File: src/rtl/muldiv_unit.sv
// Iterative RV32M multiply/divide: one shift-add or restoring shift-subtract step per cycle.
// Fixed XLEN+1 cycles from acceptance to a one-cycle done pulse; start is ignored while busy.
module muldiv_unit #(
   parameter int XLEN = 32
) (
   input  logic            clk,
   input  logic            rst,
   input  logic            start,
   input  logic            kill,
   input  logic [2:0]      funct3,
   input  logic [XLEN-1:0] op_a,
   input  logic [XLEN-1:0] op_b,
   output logic            busy,
   output logic            done,
   output logic [XLEN-1:0] result
);

   typedef enum logic [1:0] {
      IDLE = 2'd0,
      CALC = 2'd1,
      DONE = 2'd2
   } state_t;

   localparam logic [5:0] LAST = 6'(XLEN);

   state_t          state_q, state_d;
   logic [5:0]      cnt_q, cnt_d;
   logic [2:0]      op_q, op_d;
   logic [XLEN-1:0] hi_q, hi_d;
   logic [XLEN-1:0] lo_q, lo_d;
   logic [XLEN-1:0] dvs_q, dvs_d;
   logic [XLEN-1:0] result_q, result_d;
   logic            neg_q, neg_d;
   logic            dbz_q, dbz_d;
   logic            busy_q, busy_d;
   logic            done_q, done_d;

   logic            a_sgn, b_sgn;
   logic [XLEN-1:0] a_mag, b_mag;

   always_comb begin
      a_sgn = op_a[XLEN-1] & ((funct3 == 3'b001) | (funct3 == 3'b010) |
                              (funct3 == 3'b100) | (funct3 == 3'b110));
      b_sgn = op_b[XLEN-1] & ((funct3 == 3'b001) | (funct3 == 3'b100) |
                              (funct3 == 3'b110));
      a_mag = a_sgn ? -op_a : op_a;
      b_mag = b_sgn ? -op_b : op_b;
   end

   // hi holds the partial product / partial remainder; lo the multiplier / quotient bits
   logic [XLEN:0] mul_sum;
   logic [XLEN:0] div_shift;

   always_comb begin
      mul_sum   = {1'b0, hi_q} + (lo_q[0] ? {1'b0, dvs_q} : '0);
      div_shift = {hi_q, lo_q[XLEN-1]};
   end

   logic [2*XLEN-1:0] prod_s;
   logic [XLEN-1:0]   quo_s, rem_s, final_res;

   always_comb begin
      prod_s    = neg_q ? -{hi_q, lo_q} : {hi_q, lo_q};
      quo_s     = neg_q ? -lo_q : lo_q;
      rem_s     = neg_q ? -hi_q : hi_q;
      final_res = '0;
      case (op_q)
         3'b000:                 final_res = prod_s[XLEN-1:0];
         3'b001, 3'b010, 3'b011: final_res = prod_s[2*XLEN-1:XLEN];
         // signed overflow falls out of the magnitude path; only x/0 quotient needs forcing
         3'b100, 3'b101:         final_res = dbz_q ? '1 : quo_s;
         default:                final_res = rem_s;
      endcase
   end

   always_comb begin
      state_d  = state_q;
      cnt_d    = cnt_q;
      op_d     = op_q;
      hi_d     = hi_q;
      lo_d     = lo_q;
      dvs_d    = dvs_q;
      neg_d    = neg_q;
      dbz_d    = dbz_q;
      result_d = result_q;
      done_d   = 1'b0;
      case (state_q)
         IDLE: begin
            if (start) begin
               state_d = CALC;
               cnt_d   = '0;
               op_d    = funct3;
               hi_d    = '0;
               lo_d    = funct3[2] ? a_mag : b_mag;
               dvs_d   = funct3[2] ? b_mag : a_mag;
               neg_d   = (funct3[2] & funct3[1]) ? a_sgn : (a_sgn ^ b_sgn);
               dbz_d   = (op_b == '0);
            end
         end
         CALC: begin
            if (cnt_q == LAST) begin
               state_d  = DONE;
               cnt_d    = '0;
               result_d = final_res;
               done_d   = 1'b1;
            end else begin
               cnt_d = cnt_q + 6'd1;
               if (op_q[2]) begin
                  if (div_shift >= {1'b0, dvs_q}) begin
                     hi_d = div_shift[XLEN-1:0] - dvs_q;
                     lo_d = {lo_q[XLEN-2:0], 1'b1};
                  end else begin
                     hi_d = div_shift[XLEN-1:0];
                     lo_d = {lo_q[XLEN-2:0], 1'b0};
                  end
               end else begin
                  hi_d = mul_sum[XLEN:1];
                  lo_d = {mul_sum[0], lo_q[XLEN-1:1]};
               end
            end
         end
         DONE:    state_d = IDLE;
         default: state_d = IDLE;
      endcase
      if (kill) begin
         state_d  = IDLE;
         cnt_d    = '0;
         result_d = result_q;
         done_d   = 1'b0;
      end
      busy_d = (state_d != IDLE);
   end

   always_ff @(posedge clk) begin
      if (rst) begin
         state_q  <= IDLE;
         cnt_q    <= '0;
         op_q     <= '0;
         hi_q     <= '0;
         lo_q     <= '0;
         dvs_q    <= '0;
         neg_q    <= 1'b0;
         dbz_q    <= 1'b0;
         result_q <= '0;
         busy_q   <= 1'b0;
         done_q   <= 1'b0;
      end else begin
         state_q  <= state_d;
         cnt_q    <= cnt_d;
         op_q     <= op_d;
         hi_q     <= hi_d;
         lo_q     <= lo_d;
         dvs_q    <= dvs_d;
         neg_q    <= neg_d;
         dbz_q    <= dbz_d;
         result_q <= result_d;
         busy_q   <= busy_d;
         done_q   <= done_d;
      end
   end

   assign busy   = busy_q;
   assign done   = done_q;
   assign result = result_q;

endmodule

File: config.mk
export PLATFORM = sky130hd
export DESIGN_NAME = muldiv_unit
export DESIGN_NICKNAME = d
export VERILOG_FILES = /design/src/rtl/muldiv_unit.sv
export SDC_FILE = /design/constraint.sdc
export NUM_CORES = 1
export LEC_CHECK = 0
export BUFFER_PORTS_ARGS = -buffer_cell sky130_fd_sc_hd__buf_2
export CAP_MARGIN = 25
export CORE_ASPECT_RATIO = 0.75
export CORE_MARGIN = 1.5
export CORE_UTILIZATION = 60
export DETAILED_ROUTE_END_ITERATION = 10
export HOLD_SLACK_MARGIN = 0.1
export PLACE_DENSITY = 0.8
export SYNTH_ARGS = -nofsm -noshare
export SYNTH_HDL_FRONTEND = slang
export SYNTH_SLANG_ARGS = --single-unit
File: constraint.sdc
create_clock -name clk -period 5.5 [get_ports clk]
set_input_delay 0.275 -clock clk [delete_from_list [all_inputs] [get_ports clk]]
set_output_delay 0.275 -clock clk [all_outputs]
set_load 0.01 [all_outputs]
==> flow_summary.yaml <==
power_and_ir_drop:
  irDropWorstVdd_v: 0.000254
  leakage_nw: 6.32
  power_w: 0.00349
  power_density_nw_per_um2: 231
global_route:
  grt_pass1_wl_mm: 74.0
  grt-ovfl-total: 0
  antenna_found_initial: 0
  grt_max_degree: 76
  grt_usage: 0.395
  grt_pass1_vias: 13400
clock_network:
  clockBufferDepth: 2
  clock_latency_ps: 460
  clk_pin_slew_worst_paths_ps: 70
  cts_resized: 0
  clock-root-buffer: "clkbuf_16"
  hold_buffers: 0
  cts.sinks: 143
  htree_levels: 4
  cts_tree: "done"
  post_cts_buffers: 0
  numCtsBuffers: 17
sta:
  setup_viol: 0
  layout_min_cycle_time_ps: 4360
  tns_ps: 0
  rsz0062_at_grt: "false"
  fin_crit_sh: 0.792
  worst_pin_slew_ps: 919
  clock-skew-final_ps: 16.9
  fmax_ghz: 0.230
  relSlewSlack: 0.385
  drv_slew: 0
  hold_viol_final: 0
final_layout:
  diodes: 0
  n_fill_cell: 2031
  final_area_sq_um: 15100
  nets: 2113
  drive_gt1_frac: 0.0993
  area_growth_pct: 8.42
  fin_util: 0.661
route:
  vias: 15200
  postRouteAntennaNets: 0
  drt_pass1_iterations: 5
  wl_per_cell_um: 21.2
  wl_met3_mm: 6.26
  met1_length_mm: 20.9
  met2WireLength_mm: 19.6
  highest_layer: "met4"
  drcViolationCount: 0
  routed_wl_mm: 48.3
  drt_iter0_drc: 2379
  viasPerCell: 6.68
setup_path:
  startpoint_type: "flop"
  critical_path_arrival_ps: 4650
  critical_path_class: "reg -> reg"
  end_kind: "flop"
  worst-path-max-fanout: 20
  cp.required_ps: 5790
yosys:
  synth_warnings: 0
  avgSynthCellArea_sq_um: 7.12
  synth.area.top_cells: "dfxtp_1, ha_1, xor2_1"
  postSynth.asyncResetShare: 0
  yosys.cell_count.top_type: "nor2_1"
  synth_commonest_cells: "nor2_1, nand2_1, o21ai_0, a21oi_1, dfxtp_1"
  yosys.area.top_type_share: 0.205
  syn_area_sq_um: 13900
  syn_nets: 2102
  yosys.area.top_type: "dfxtp_1"
  ys.flop_type: "dfxtp_1"
  synth-edff-count: 0
  ys_seq_elements: 143
  ys_types: 74
  ys_seq_area_frac: 0.205
  synth_cells: 1959
placement:
  numPortBuffers: 104
  dp_hpwl_mm: 37.0
  postPlaceCellArea_sq_um: 14500
  gp_congestion: 1.04
die:
  rows: 48
  io_pins: 105
  die_x_um: 179
  dieArea_sq_um: 24200
  start_util: 0.610
  coreArea_sq_um: 22900
  die_h_um: 135
run_status:
  outcome: "finished clean"
min_path:
  hold_path.class: "in -> reg"
job:
  maxCapViolations: 0
through the flow:
stage          std cells  setup WS (ps)  hold slack (ps)
2_1_floorplan       1959           2080              411
3_3_place_gp        2250           1370              420
3_5_place_dp        2251           1270              427
4_1_cts             2283           1230              114
5_1_grt             2283            643              142
6_report            2283           1140              120
logic make-up (layout without fill, tap and decap cells):
| family | Yosys count | after routing | share of synthesized area |
|---|---|---|---|
| fa+ha+maj | 72 | 72 | 0.0657 |
| compound gates | 612 | 612 | 0.278 |
| mux | 78 | 78 | 0.0563 |
| xor+xnor | 194 | 194 | 0.122 |
| flops | 143 | 143 | 0.205 |
| simple gates | 640 | 640 | 0.212 |
| buf+inv | 220 | 244 | 0.0611 |
worst max-delay path, cell delays in order, from the launching register on:
cell and delay [ps]:
dfxtp_1 440, clkinv_1 500, nor2_1 240, ha_1 310
o211ai_1 180, a21oi_1 60, a211oi_1 420, o21ai_0 280
a21oi_1 320, o21ai_0 210, a2111oi_0 760, o31ai_1 180
a32oi_1 230, a41oi_1 60
cell usage in the layout (no fill, tap or decap), types with 11 or more instances in the layout:
| master | synthesis | final |
|---|---|---|
| a21oi_1 | 159 | 159 |
| ha_1 | 70 | 70 |
| or3_1 | 18 | 18 |
| mux2i_1 | 74 | 74 |
| and3_1 | 12 | 12 |
| xor2_1 | 98 | 98 |
| nor2b_1 | 15 | 15 |
| nand2b_1 | 14 | 14 |
| a21o_1 | 34 | 34 |
| o31ai_1 | 32 | 32 |
| nor3_1 | 46 | 46 |
| buf_4 | 0 | 26 |
| clkbuf_16 | 0 | 17 |
| buf_2 | 2 | 104 |
| o21ai_0 | 169 | 168 |
| a31oi_1 | 11 | 11 |
| nor4_1 | 21 | 21 |
| nor2_1 | 213 | 212 |
| a211oi_1 | 41 | 41 |
| dfxtp_1 | 143 | 141 |
| o41ai_1 | 14 | 14 |
| o211ai_1 | 21 | 21 |
| a311oi_1 | 11 | 11 |
| o21a_1 | 11 | 11 |
| nand4_1 | 14 | 14 |
| a221oi_1 | 18 | 18 |
| xnor2_1 | 96 | 96 |
| a22oi_1 | 13 | 12 |
| or2_2 | 12 | 12 |
| nand2_1 | 193 | 193 |
| nand3_1 | 38 | 38 |
| inv_1 | 78 | 78 |
metal layers:
layer	global-route usage	vias to the layer above
met5	0	-
met2	0.547	945
met1	0.593	7152
met4	0.145	0
met3	0.0783	98
li1	-	7051
layout make-up:
type | count | area, sq um | share of cell area
Multi-Input combinational cell | 1596 | 10200 | 0.677
Tap cell | 300 | 375 | 0.0248
Clock buffer | 19 | 453 | 0.0300
Inverter | 81 | 304 | 0.0201
Sequential cell | 143 | 2870 | 0.189
Timing Repair Buffer | 131 | 731 | 0.0483
Clock inverter | 13 | 153 | 0.0101
report_power, final:
| part | leakage, nW | internal, W | switching, W |
|---|---|---|---|
| sequential | 1.17 | 0.00109 | 0.0000845 |
| clock | 0.292 | 0.000701 | 0.000525 |
| combinational | 4.86 | 0.000388 | 0.000705 |
final timing paths:
kind	slack (ps)	to	cells after the start	start
worst max-delay path	1140	hi_q[31]	13	lo_q[0]
worst min-delay path	120	op_q[1]	3	funct3[1]
worst max register to register	1140	hi_q[31]	13	lo_q[0]
worst min register to register	430	result[15]	2	result[15]
sequential cells by signal (all words and copies together), names as in the netlist:
register  count
dvs_q        32
cnt_q         6
op_q          3
neg_q         1
hi_q         32
result       32
state_q       2
dbz_q         1
busy          1
done          1
lo_q         32
Power figures use the tool's default switching activity.
